### config.mk
export PLATFORM = sky130hd
export DESIGN_NAME = output_stream_unit
export DESIGN_NICKNAME = d
export VERILOG_FILES = /design/src/rtl/cpu_io_pkg.sv /design/src/rtl/output_stream_unit_sync_fifo.sv /design/src/rtl/output_stream_unit.sv
export SDC_FILE = /design/constraint.sdc
export NUM_CORES = 1
export LEC_CHECK = 0
export ABC_AREA = 0
export CAP_MARGIN = 15
export CORE_MARGIN = 3
export CORE_UTILIZATION = 59
export CTS_CLUSTER_DIAMETER = 80
export DETAILED_ROUTE_END_ITERATION = 7
export GPL_ROUTABILITY_DRIVEN = 0
export PLACE_DENSITY = 0.8
export SETUP_SLACK_MARGIN = 0.15
export SLEW_MARGIN = 20
export SYNTH_ARGS = -nofsm -noshare
export SYNTH_HDL_FRONTEND = slang
export SYNTH_SLANG_ARGS = --single-unit
### constraint.sdc
create_clock -name clock -period 3 [get_ports clock]
set_clock_uncertainty 0.15 [all_clocks]
set_input_delay 0.6 -clock clock [delete_from_list [all_inputs] [get_ports clock]]
set_output_delay 0.6 -clock clock [all_outputs]
set_load 0.01 [all_outputs]
### src/rtl/cpu_io_pkg.sv
// Shared types and constants for the CPU output-port consumer.
package cpu_io_pkg;

    localparam int BYTEWIDTH = 8;

    typedef enum logic {
        IDLE = 1'b0,
        SEND = 1'b1
    } streamState_t;

    // Number of host-stream bytes needed to carry one CPU word.
    function automatic int bytesPerWord(input int width);
        return width / BYTEWIDTH;
    endfunction

endpackage

### src/rtl/output_stream_unit_sync_fifo.sv
// Small synchronous word FIFO; push/pop arrive already qualified by the owner.
module sync_fifo
    import cpu_io_pkg::*;
#(
    parameter int WIDTH    = 16,
    parameter int DEPTH    = 8,
    parameter int PTRWIDTH = 3
) (
    input  logic                clock,
    input  logic                reset,
    input  logic                push,
    input  logic                pop,
    input  logic [WIDTH-1:0]    dataIn,
    output logic [WIDTH-1:0]    headData,
    output logic                full,
    output logic                empty,
    output logic [PTRWIDTH:0]   count
);

    logic [WIDTH-1:0]    mem [DEPTH];
    logic [PTRWIDTH-1:0] wrPtr;
    logic [PTRWIDTH-1:0] rdPtr;

    // Storage write; contents need no reset because count gates every read.
    always_ff @(posedge clock) begin
        if (push) begin
            mem[wrPtr] <= dataIn;
        end
    end

    // Pointer and occupancy bookkeeping; pointers wrap naturally at DEPTH.
    always_ff @(posedge clock or negedge reset) begin
        if (!reset) begin
            wrPtr <= '0;
            rdPtr <= '0;
            count <= '0;
        end else begin
            if (push) begin
                wrPtr <= wrPtr + 1'b1;
            end
            if (pop) begin
                rdPtr <= rdPtr + 1'b1;
            end
            case ({push, pop})
                2'b10:   count <= count + 1'b1;
                2'b01:   count <= count - 1'b1;
                default: count <= count;
            endcase
        end
    end

    assign headData = mem[rdPtr];
    assign full     = (count == (PTRWIDTH + 1)'(DEPTH));
    assign empty    = (count == '0);

endmodule

### src/rtl/output_stream_unit.sv
// Captures CPU output words into a FIFO and serializes them MSB byte first
// onto a registered valid/ready byte stream.
module output_stream_unit
    import cpu_io_pkg::*;
#(
    parameter int WIDTH    = 16,
    parameter int DEPTH    = 8,
    parameter int PTRWIDTH = 3
) (
    input  logic                clock,
    input  logic                reset,
    input  logic                outFlag,
    input  logic [WIDTH-1:0]    out,
    input  logic                clearOverflow,
    output logic [7:0]          byteData,
    output logic                byteValid,
    input  logic                byteReady,
    output logic                full,
    output logic                empty,
    output logic [PTRWIDTH:0]   count,
    output logic                overflow
);

    localparam int BPW  = bytesPerWord(WIDTH);
    localparam int IDXW = (BPW > 1) ? $clog2(BPW) : 1;
    localparam logic [IDXW-1:0] LASTIDX = IDXW'(BPW - 1);

    streamState_t     state, stateNext;
    logic [WIDTH-1:0] holding, holdingNext;
    logic [IDXW-1:0]  byteIdx, byteIdxNext;
    logic [7:0]       byteDataNext;
    logic             byteValidNext;
    logic [WIDTH-1:0] headData;
    logic [WIDTH-1:0] shifted;
    logic             popReq;
    logic             pushReq;
    logic             drop;

    // A same-edge pop frees a slot, so a full FIFO can still accept the word.
    assign pushReq = outFlag && (!full || popReq);
    assign drop    = outFlag && full && !popReq;

    sync_fifo #(
        .WIDTH    (WIDTH),
        .DEPTH    (DEPTH),
        .PTRWIDTH (PTRWIDTH)
    ) fifo (
        .clock    (clock),
        .reset    (reset),
        .push     (pushReq),
        .pop      (popReq),
        .dataIn   (out),
        .headData (headData),
        .full     (full),
        .empty    (empty),
        .count    (count)
    );

    // Serializer next-state: byte outputs are computed from the next holding
    // word and index so they can be registered without a byteReady path.
    always_comb begin
        stateNext     = state;
        holdingNext   = holding;
        byteIdxNext   = byteIdx;
        popReq        = 1'b0;
        byteValidNext = byteValid;
        byteDataNext  = byteData;
        shifted       = '0;
        case (state)
            IDLE: begin
                if (!empty) begin
                    popReq      = 1'b1;
                    holdingNext = headData;
                    byteIdxNext = '0;
                    stateNext   = SEND;
                end
            end
            SEND: begin
                if (byteReady) begin
                    if (byteIdx != LASTIDX) begin
                        byteIdxNext = byteIdx + 1'b1;
                    end else if (!empty) begin
                        popReq      = 1'b1;
                        holdingNext = headData;
                        byteIdxNext = '0;
                    end else begin
                        stateNext = IDLE;
                    end
                end
            end
            default: stateNext = IDLE;
        endcase
        byteValidNext = (stateNext == SEND);
        if (stateNext == SEND) begin
            shifted      = holdingNext << (BYTEWIDTH * int'(byteIdxNext));
            byteDataNext = shifted[WIDTH-1 -: BYTEWIDTH];
        end
    end

    // Serializer state and registered stream outputs.
    always_ff @(posedge clock or negedge reset) begin
        if (!reset) begin
            state     <= IDLE;
            holding   <= '0;
            byteIdx   <= '0;
            byteValid <= 1'b0;
            byteData  <= '0;
        end else begin
            state     <= stateNext;
            holding   <= holdingNext;
            byteIdx   <= byteIdxNext;
            byteValid <= byteValidNext;
            byteData  <= byteDataNext;
        end
    end

    // Sticky drop flag; a drop on the clearing edge keeps it set.
    always_ff @(posedge clock or negedge reset) begin
        if (!reset) begin
            overflow <= 1'b0;
        end else if (drop) begin
            overflow <= 1'b1;
        end else if (clearOverflow) begin
            overflow <= 1'b0;
        end
    end

endmodule

==> results of run 1 <==
## per-layer routing
layer,up-vias,share of wire (%),track usage [%]
li1,1523,-,-
met1,1762,42,29.5
met2,127,50,33.3
met3,20,6.5,5.27
met4,0,1.8,7.54
met5,-,0,0
## sequential cells by signal, summed over array words and instances, names as in the netlist
register    count
byteIdx         1
state           1
holding        16
fifo.wrPtr      3
byteData        8
fifo.mem      128
fifo.count      4
overflow        1
fifo.rdPtr      3
## synthesized netlist by cell type, drive strengths merged, types with 5 or more instances
| master | n |
|---|---|
| a21oi | 10 |
| buf | 15 |
| dfrtp | 37 |
| edfxtp | 128 |
| ha | 5 |
| mux2 | 10 |
| mux2i | 16 |
| mux4 | 32 |
| nand2 | 25 |
| nand2b | 5 |
| nor2 | 17 |
| o211a | 8 |
| o21a | 8 |
| o22ai | 8 |
| xor2 | 5 |
## report_power, final
part	switching (µW)	internal, µW	total, µW
Clock	840	1290	2120
Combinational	1040	1220	2260
Sequential	425	2960	3390
## per-stage QoR
stage	utilization (%)	cells	cell area [µm²]	hold slack, ns
after floorplan	-	354	6590	0.154
after global placement	68.0	534	7200	0.319
after detailed placement	68.0	534	7200	0.330
after CTS	73.8	567	7820	0.0247
after global routing	73.9	568	7840	0.0617
final	73.9	568	7840	0.0142
## kinds of logic after synthesis
family / Yosys count / synth area share (%)
AOI/OAI and AO/OA: 41 / 4.45
xor gates and xnor gates: 8 / 1.06
DFF: 165 / 72.4
muxes: 58 / 15.1
adders and majority gates: 5 / 0.950
and+or+nand+nor: 56 / 4.14
buffers and inverters: 21 / 1.88
## critical path: cells and delay by family, from the launching register on
kind / cells / cell delay (ns)
DFF: 1 / 0.50
and+or+nand+nor: 1 / 0.35
buffers and inverters: 1 / 0.59
## cell usage in the layout, fill, tap and decap left out, types with 2 or more instances in the layout
master	instances
nor3_2	2
edfxtp_1	128
inv_4	2
xor2_1	5
nand2_1	25
mux2i_1	16
o22ai_1	8
clkbuf_16	21
dfrtp_1	36
nand2b_1	5
mux4_2	32
o21a_1	8
o211a_1	8
mux2_2	10
nor2_1	16
inv_1	2
clkdlybuf4s50_1	35
xnor2_1	3
clkinv_4	3
o21ai_0	3
clkbuf_4	2
ha_1	5
a21boi_2	2
a21oi_1	10
buf_4	28
nor2b_1	3
clkinv_2	3
## worst max path at each step
stage	from	endpoint	slack [ns]
6_report	fifo.count[0]	full	0.28
5_1_grt	fifo.count[0]	full	0.19
4_1_cts	fifo.count[2]	full	0.16
3_5_place_dp	byteReady	fifo.count[2]	0.09
3_3_place_gp	byteReady	fifo.count[2]	0.17
2_1_floorplan	state	fifo.mem[0][0]	0.18
## area by class of cell
type                       instances  area (µm²)
sequential                       165        4770
timing repair buffer              64         566
tap                              136         170
clock buffer                      24         554
inverter                           3        11.3
fill                             634        2770
clock inverter                     8        53.8
multi-input combinational        168        1710
## repair_timing
| item | 4_1_cts | 5_1_grt |
|---|---|---|
| hold buffers | 0 | 0 |
| gates resized for setup | 0 | 1 |
| setup buffers | 1 | 1 |
| endpoints found under the setup margin | 1 | 1 |
| pin swaps | 1 | 1 |
==> results.yml, run 1 <==
status:
  status: "finished, final reports clean"
die:
  pin_count: 37
  fp-row-count: 37
  core_mm2: 0.0106
  die_h_um: 112
  die_area_mm2: 0.0125
  initial_core_util_pct: 62.1
  die_w_um: 112
drt:
  drt-total-wl_um: 12300
  drtIter0Drc: 300
  antenna_left: 0
  wl_per_cell_um: 21.6
  vias: 3432
  firstDrtPassIters: 5
  via_per_inst: 6.04
  drc_errors: 0
setup_path:
  slowest_delay_ns: 0.59
  worstPathRequired_ns: 2.25
  r2r_setup_slack_ns: 0.45
  crit_chain: "nor4b_4, clkdlybuf4s50_1"
  crit_fanout: 7
  cp-start-kind: "register"
  critical_path_arrival_ns: 1.97
  endpoint_kind: "output port"
  reg2reg_to: "fifo.count[2]"
  reg2reg_depth: 10
  r2r_start: "byteIdx"
  crit_path_top_delay_cell: "clkdlybuf4s50_1"
  crit_type: "register to output port"
flow_run:
  maxCapViolations: 0
global_routing:
  grt_pass1_wl_um: 19700
  antenna_found_initial: 0
  track_usage_pct: 21.2
  grt_pass1_vias: 3561
  grt_remaining_overflow: 0
  grt_max_degree: 38
clock_network:
  cts_tree: "yes"
  clock_sinks: 165
  clk_latency_ns: 0.53
  path_clk_slew_ns: 0.07
  root_buffer: "clkbuf_8"
  cts_buffers: 17
  cts_buffer_depth: 2
  htreeDepth: 4
sta:
  fin_setup_tns_ns: 0
  slew_headroom_pct: 46.0
  setup_slack_ns: 0.281
  hold_viol_final: 0
  finalCritPeriodShare_pct: 90.6
  max_freq_ghz: 0.368
  tightestPinTransition_ns: 0.810
  period_needed_ns: 2.72
  grt_setup_unrepaired: "no"
  setup_violations: 0
  slew_violations: 0
synthesis:
  synthesis.area_mm2: 0.00659
  ys_types: 33
  synthCells: 354
  syn-num-nets: 380
  synth-edff-count: 128
  synth_top_area_share_pct: 58.4
  ys.flop_type: "edfxtp_1"
  postSynth.asyncResetShare_pct: 22.4
  synth_area_per_cell_um2: 18.6
  synth_area_leaders: "edfxtp_1 (58%), dfrtp_1 (14%), mux4_2 (11%)"
  ys_seq_elements: 165
  synth_top_cell_by_area: "edfxtp_1"
  yosysSeqAreaShare_pct: 72.4
  ys.warnings.count: 0
power:
  total_power_uw: 7770
  ir_worst_vdd_v: 0.000487
  power_density_mw_per_mm2: 992
  p_leak_uw: 0.00280
placement:
  place_ws_ns: 0.0879
  numPortBuffers: 36
  dp_hpwl_um: 7650
final_layout:
  num-nets-final: 445
  drive_above_1_share_pct: 25.9
  num_antenna_cells: 0
  syn_to_final_growth_pct: 19.0
min_path:
  hold_class: "primary input to async pin"
(Power assumes the default switching activity.)
==> run 2: changes to the inputs <==
- ABC_AREA: 0 -> default
- CTS_CLUSTER_SIZE: default -> 30
- RECOVER_POWER: default -> 50
==> run 2 against run 1 <==
The run now ends with capacitance limit, slew limit left. Combinational power about the same. Core utilization down 0.15 points. Final area down 0.21%. Fmax up 0.25%. First-iteration DRC count up 0.67%. Routed wire length up 0.22%. Critical endpoint unchanged.
==> results.yml, run 2 (synthesis gave the netlist of run 1 again) <==
status:
  status: "complete, but fails checks"
  violations: "capacitance limit, slew limit"
sta:
  period_needed_ns: 2.71
  fin_setup_tns_ns: 0
  grt_setup_unrepaired: "no"
  setup_violations: 0
  finalCritPeriodShare_pct: 90.4
  max_freq_ghz: 0.369
  hold_viol_final: 0
  tightestPinTransition_ns: 1.94
  worst_hold_slack_ns: 0.342
  slew_violations: 38
  slew_headroom_pct: -29.5
drt:
  drtIter0Drc: 302
  via_per_inst: 6.06
  firstDrtPassIters: 4
  antenna_left: 0
  drc_errors: 0
  wl_per_cell_um: 21.7
  vias: 3444
  drt-total-wl_um: 12300
clock_network:
  htreeDepth: 4
  root_buffer: "clkbuf_8"
  clk_latency_ns: 0.53
  cts_buffer_depth: 2
  cts_tree: "yes"
  clock_sinks: 165
  path_clk_slew_ns: 0.06
  cts_buffers: 17
min_path:
  hold_class: "register to register"
  worstHoldEndpoint: "holding[10]"
  min_path_cells: 1
  min_from: "holding[10]"
final_layout:
  final_cell_mix: "edfxtp_1 (128), dfrtp_1 (36), mux4_2 (32)"
  drive_above_1_share_pct: 24.8
  final_cells: 568
  reg_top3: "fifo.mem: 128 flops, holding: 16 flops, byteData: 8 flops"
  num-nets-final: 445
  num_antenna_cells: 0
  multiInputGateArea_mm2: 0.00171
  top_register: "fifo.mem"
  final_common_cell: "edfxtp_1"
  syn_to_final_growth_pct: 18.8
  largest_reg_flops: 128
  ff_latch_area_mm2: 0.00477
  nFillCells: 638
placement:
  numPortBuffers: 36
  dp.cells: 534
  dp_hpwl_um: 7650
die:
  initial_core_util_pct: 62.1
  die_h_um: 112
  die_w_um: 112
  pin_count: 37
  fp-row-count: 37
  core_mm2: 0.0106
  die_area_mm2: 0.0125
setup_path:
  crit_family: "buffers and inverters"
  cp-start-kind: "register"
  critical_path_arrival_ns: 1.96
  crit_chain: "nor4b_4, clkdlybuf4s50_1"
  slowest_delay_ns: 0.59
  worstPathRequired_ns: 2.25
  crit_buf_inv: 1
  crit_path_top_delay_cell: "clkdlybuf4s50_1"
  reg2reg_to: "fifo.count[2]"
  crit_type: "register to output port"
  r2r_start: "byteIdx"
  endpoint_kind: "output port"
  reg2reg_depth: 10
  r2r_setup_slack_ns: 0.31
  cp-startpoint: "fifo.count[0]"
  crit_fanout: 7
global_routing:
  grt_pass1_vias: 3561
  antenna_found_initial: 0
  track_usage_pct: 21.2
  grt_remaining_overflow: 0
  grt_max_degree: 38
  grt_pass1_wl_um: 19700
flow_run:
  maxCapViolations: 1
power:
  power_density_mw_per_mm2: 993
  p_leak_uw: 0.00279
  ir_worst_vdd_v: 0.000486
-- run 2: changes by cell type in the layout (fill, tap and decap cells not counted), sizes merged --
cell / change
buf: -4
dlygate4sd3: +16
clkbuf: +4
clkdlybuf4s50: -16
-- run 2: per-stage QoR --
step	util, %	power (µW)	area (µm²)	setup slack [ns]
3_5_place_dp	68.0	5660	7200	0.0879
2_1_floorplan	-	4900	6590	0.179
5_1_grt	73.8	8140	7820	0.168
3_3_place_gp	68.0	5560	7200	0.168
6_report	73.8	7760	7820	0.288
4_1_cts	73.8	7800	7820	0.157
-- run 2: area by class of cell --
class	instances	area share, %
Clock buffer	24	7.09
Clock inverter	8	0.688
Inverter	3	0.144
Multi-Input combinational cell	168	21.8
Sequential cell	165	61.0
Tap cell	136	2.18
Timing Repair Buffer	64	7.07
-- run 2: how the worst max path moves through the flow --
stage | to | slack, ns | cells past startpoint
after detailed placement | fifo.count[2] | 0.09 | 11
after global placement | fifo.count[2] | 0.17 | 11
after floorplan | fifo.mem[0][0] | 0.18 | 5
final | full | 0.29 | 2
after global routing | fifo.count[2] | 0.17 | 10
after CTS | full | 0.16 | 2
-- run 2: what timing repair did --
action / 4_1_cts / 5_1_grt
gates resized for setup: 0 / 1
setup endpoints to repair: 1 / 1
setup buffers: 1 / 1
hold buffers: 0 / 0
pin swaps: 1 / 1
-- run 2: per-layer routing --
| metal | part of all wire, % | track usage [%] | vias up |
|---|---|---|---|
| met5 | 0 | 0 | - |
| met4 | 1.7 | 7.54 | 0 |
| met3 | 6.3 | 5.27 | 17 |
| met2 | 49 | 33.3 | 125 |
| met1 | 43 | 29.5 | 1781 |
| li1 | - | - | 1521 |
-- run 2: where the power goes --
part           switching, µW  leakage, µW  internal [µW]  total, µW
Combinational           1040     0.000909           1210       2250
Clock                    839     0.000308           1290       2120
Sequential               427      0.00157           2960       3390
